$ cat src/rtl/pc_call_stack.sv
// ============================================================================
// Module   : pc_call_stack
// Purpose  : Program counter with hardware return-address stack (Nibbler fetch).
//            Optional macro PC_STACK_GUARD_EN blocks overflow/underflow and
//            raises a sticky error; otherwise the stack is circular.
// Revision : 1.0 - initial release
// ============================================================================
`default_nettype none

module pc_call_stack #(
    parameter int N     = 12,
    parameter int DEPTH = 4,
    parameter int SPW   = $clog2(DEPTH + 1)
) (
    input  logic           clk,
    input  logic           reset,
    input  logic           load_n,
    input  logic           inc,
    input  logic           call,
    input  logic           ret,
    input  logic [N-1:0]   load_addr,
    output logic [N-1:0]   address,
    output logic [SPW-1:0] sp,
    output logic           stack_empty,
    output logic           stack_full,
    output logic           stack_err
);

    localparam int             WPW        = $clog2(DEPTH);
    localparam logic [SPW-1:0] c_DEPTH_SP = SPW'(DEPTH);
    localparam logic [WPW-1:0] c_WP_MAX   = WPW'(DEPTH - 1);

    logic [N-1:0]   address_q, address_d;
    logic [SPW-1:0] sp_q, sp_d;
    // Next push slot; equals sp modulo DEPTH until the circular stack wraps.
    logic [WPW-1:0] wp_q, wp_d;
    logic [N-1:0]   stack_q [DEPTH];

    logic           w_full, w_empty, w_push;
    logic [WPW-1:0] w_wp_inc, w_wp_dec;
    logic [N-1:0]   w_ret_addr;

    assign w_full     = (sp_q == c_DEPTH_SP);
    assign w_empty    = (sp_q == '0);
    assign w_wp_inc   = (wp_q == c_WP_MAX) ? '0 : wp_q + WPW'(1);
    assign w_wp_dec   = (wp_q == '0) ? c_WP_MAX : wp_q - WPW'(1);
    assign w_ret_addr = address_q + N'(1);

`ifdef PC_STACK_GUARD_EN
    logic err_q, err_d;
    localparam bit c_GUARD = 1'b1;
`else
    localparam bit c_GUARD = 1'b0;
`endif

    always_comb begin
        address_d = address_q;
        sp_d      = sp_q;
        wp_d      = wp_q;
        w_push    = 1'b0;
`ifdef PC_STACK_GUARD_EN
        err_d     = err_q;
`endif
        if (!load_n) begin
            address_d = load_addr;
        end else if (call) begin
            if (c_GUARD && w_full) begin
`ifdef PC_STACK_GUARD_EN
                err_d = 1'b1;
`endif
            end else begin
                w_push    = 1'b1;
                wp_d      = w_wp_inc;
                address_d = load_addr;
                if (!w_full)
                    sp_d = sp_q + SPW'(1);
            end
        end else if (ret) begin
            if (c_GUARD && w_empty) begin
`ifdef PC_STACK_GUARD_EN
                err_d = 1'b1;
`endif
            end else begin
                wp_d      = w_wp_dec;
                address_d = stack_q[w_wp_dec];
                if (!w_empty)
                    sp_d = sp_q - SPW'(1);
            end
        end else if (inc) begin
            address_d = w_ret_addr;
        end
    end

    always_ff @(posedge clk or posedge reset) begin
        if (reset) begin
            address_q <= '0;
            sp_q      <= '0;
            wp_q      <= '0;
            for (int i = 0; i < DEPTH; i++)
                stack_q[i] <= '0;
        end else begin
            address_q <= address_d;
            sp_q      <= sp_d;
            wp_q      <= wp_d;
            if (w_push)
                stack_q[wp_q] <= w_ret_addr;
        end
    end

`ifdef PC_STACK_GUARD_EN
    always_ff @(posedge clk or posedge reset) begin
        if (reset)
            err_q <= 1'b0;
        else
            err_q <= err_d;
    end
    assign stack_err = err_q;
`else
    assign stack_err = 1'b0;
`endif

    assign address     = address_q;
    assign sp          = sp_q;
    assign stack_empty = w_empty;
    assign stack_full  = w_full;

endmodule

`default_nettype wire

$ cat config.mk
export PLATFORM = sky130hd
export DESIGN_NAME = pc_call_stack
export DESIGN_NICKNAME = d
export VERILOG_FILES = /design/src/rtl/pc_call_stack.sv
export SDC_FILE = /design/constraint.sdc
export NUM_CORES = 1
export LEC_CHECK = 0
export ABC_AREA = 0
export BUFFER_PORTS_ARGS = -buffer_cell sky130_fd_sc_hd__buf_2
export CORE_MARGIN = 2
export CORE_UTILIZATION = 40
export DETAILED_ROUTE_END_ITERATION = 10
export GPL_TIMING_DRIVEN = 0
export PLACE_DENSITY = 0.68
export SLEW_MARGIN = 10
export SYNTH_ARGS = -nofsm -noshare
export SYNTH_HDL_FRONTEND = slang
export SYNTH_SLANG_ARGS = --single-unit
$ cat constraint.sdc
create_clock -name clk -period 4.3 [get_ports clk]
set_clock_uncertainty 0.05 [all_clocks]
set_input_delay 0.86 -clock clk [delete_from_list [all_inputs] [get_ports clk]]
set_output_delay 0.86 -clock clk [all_outputs]
set_load 0.03 [all_outputs]
==> metrics.md <==
| Metric | Value |
|---|---|
| Status | `finished clean` |
| Number of flops mapped to enable cells by yosys | `0` |
| Worst setup SP type | `flop` |
| Fmax | `431 MHz` |
| Multi-input gate area | `0.00151 sq mm` |
| Sequential Area | `0.00163 sq mm` |
| Starting Density | `0.417` |
| Final Hold Fails | `0` |
| Maximum fanout along the worst path | `10` |
| Clk buf depth | `2` |
| Later-pin clock latency in the skew report | `0.35 ns` |
| Synth-to-Final Area Change | `16.1%` |
| Max Cap Violations | `0` |
| RSZ-0062 raised after global routing | `no` |
| Met3 Wirelength | `700 um` |
| H-tree Lvls | `3` |
| Syn Area/Cell | `9.58 sq um` |
| NumNets Final | `408` |
| Post-Syn Nets | `364` |
| CORE AREA | `0.00781 sq mm` |
| IO Port Bufs | `33` |
| Final WL | `8560 um` |
| Yosys warning count | `0` |
| Ant. Diodes | `0` |
| Die Ht | `94.2 um` |
| Cells after synthesis | `340` |
| Crit end category | `flop` |
| Worst path required time | `4.49 ns` |
| Period minus WS final | `2.32 ns` |
| Number of global-route vias before repair | `2609` |
| Mapped Area | `0.00326 sq mm` |
| First-pass GRT wire length | `13800 um` |
| Vias per std cell | `5.50` |
| Number of antenna-violating nets in the routed design | `0` |
| Sequential fraction of the synthesis area | `0.500` |
| Yosys cell types | `47` |
| Met2 wire length | `3990 um` |
| Setup violators final | `0` |
| Total gr overflow | `0` |
| Met1 wire length | `3760 um` |
| Routability cong. | `0.866` |
| Final core occ | `0.484` |
| Top sig layer | `met4` |
| Post-CTS Resized | `0` |
| Initial antenna violation count | `0` |
| # Post-CTS Setup Buffers | `0` |
| Post-route DRC violation count | `0` |
| DR pass1 iterations | `4` |
| Drt initial violations | `201` |
| Share of cells above drive strength 1 | `0.203` |
| Total CTS buffers | `9` |
| Setup CP Type | `flop to flop` |
| CTS Hold Bufs | `0` |
| Die X | `94.2 um` |
| Routed len/inst | `17.4 um` |
| # clock sinks | `65` |
| Slew margin rel. | `0.460` |
| CTS tree | `done` |
| Final Max Slew Viols | `0` |
| Clk slew on worst S/H paths | `0.08 ns` |
| Period Utilization, post-route | `0.539` |
| Setup TNS | `0 ns` |
| Overall power | `2.59 mW` |
| Fill cells | `768` |
| Post-synth top flop | `dfrtp_1` |
| Pin count of the biggest net entering global routing | `66` |
| Row count | `32` |
| IO Pins | `36` |
| Synthesized flop and latch total | `65` |
| Peak supply drop | `391 uV` |
| PD cells | `687 mW/mm^2` |
| Total track usage | `0.208` |
| Post-DP HPWL | `5690 um` |
| Via count | `2699` |
| CP Data Arrival Time | `2.51 ns` |
| Setup slack, reg-to-reg | `1.98 ns` |
| Leak | `1.70 nW` |
| Ys async rst share | `1.00` |
| CTS Root Cell | `clkbuf_8` |
| Hold Path Class | `flop to flop` |
| Die area | `0.00888 sq mm` |
| Slew @ Worst Pin | `0.811 ns` |
==> power by group <==
group	switching [mW]	internal, mW
sequential	0.170	0.868
combinational	0.574	0.385
clock	0.242	0.356
==> layout by cell type, fill, tap and decap left out, types with 3 or more instances in the layout <==
cell	n
mux2i_1	4
and2_1	4
nand4_1	3
nand2_1	72
clkbuf_1	12
xnor2_1	11
nor2_1	18
buf_2	39
ha_1	5
inv_1	7
clkbuf_8	11
nand3_1	9
a221o_1	3
mux4_2	5
a21oi_1	6
mux2_2	6
nor3_1	4
o21ai_0	58
dfrtp_1	65
xor2_1	5
==> stage by stage <==
step	hold WS, ns	setup slack [ns]	cell area [sq um]	cells
after floorplan	0.392	1.76	3260	340
final	0.424	1.98	3780	491
after detailed placement	0.413	1.72	3550	475
after global placement	0.406	0.962	3550	475
after CTS	0.428	1.99	3780	491
after global routing	0.453	1.86	3780	491
==> worst paths after layout <==
path                                   from          end  cells after the start
worst max-delay path                wp_q[0]   address[3]                      8
worst min-delay path            stack_q[33]  stack_q[33]                      2
worst max register to register      wp_q[0]   address[3]                      8
worst min register to register  stack_q[33]  stack_q[33]                      2
max in group asynchronous             reset  stack_q[16]                      2
min in group asynchronous             reset  stack_q[36]                      2
==> flip-flops by register name, summed over array words and instances, names as in the netlist <==
register  count
stack_q      48
wp_q          2
address      12
sp            3
==> worst max-delay path, cell delays in order (launching register included) <==
cell and delay (ns):
dfrtp_1 0.45, inv_1 0.11, ha_1 0.23, nor2b_1 0.10, buf_2 0.29, buf_2 0.33, mux4_2 0.34, a21oi_1 0.22
nor2_1 0.07
==> routing by layer <==
layer,GRT usage,up-vias
met5,0,-
met3,0.0506,13
li1,-,1259
met4,0.0628,0
met1,0.279,1335
met2,0.334,92
==> cell usage after synthesis (2+ instances only) <==
library cell | n | area [sq um]
inv_1 | 8 | 30.0
nand2_1 | 72 | 270
nand3_1 | 9 | 45.0
a221o_1 | 3 | 30.0
clkbuf_1 | 12 | 45.0
mux2_2 | 6 | 67.6
nand2b_1 | 2 | 12.5
nor3_2 | 2 | 20.0
nor2_2 | 2 | 12.5
mux4_2 | 5 | 113
mux2i_1 | 4 | 40.0
xor2_1 | 5 | 43.8
o21ai_1 | 2 | 10.0
nor2_1 | 18 | 67.6
and2_1 | 4 | 25.0
nand4_1 | 3 | 18.8
dfrtp_1 | 65 | 1630
a211oi_1 | 2 | 15.0
ha_1 | 5 | 62.6
xnor2_1 | 11 | 96.3
a21oi_1 | 6 | 30.0
buf_2 | 6 | 30.0
nand3_2 | 2 | 20.0
o21ai_0 | 58 | 290
nor3_1 | 4 | 20.0
a221oi_1 | 2 | 17.5
nor2b_1 | 2 | 12.5
==> final cells by class <==
cell class | instances | share of cell area
clock buffers | 11 | 0.0401
clock inverters | 5 | 0.0205
plain buffers | 19 | 0.0218
flip-flops and latches | 65 | 0.430
inverters | 9 | 0.00960
well taps | 102 | 0.0338
repair buffers | 33 | 0.0437
multi-input cells | 247 | 0.400
==> cell families (layout without fill, tap and decap cells) <==
logic type,Yosys count,after routing,synth area share
AO/OA/AOI/OAI,84,84,0.151
other,1,1,0.00115
multiplexers,16,16,0.0711
AND/OR/NAND/NOR,124,124,0.173
XOR/XNOR,16,16,0.0430
buffers and inverters,28,77,0.0357
adder cells (fa/ha/maj),6,6,0.0254
flip-flops,65,65,0.500
Note: power is estimated with default switching activity, not from simulation.
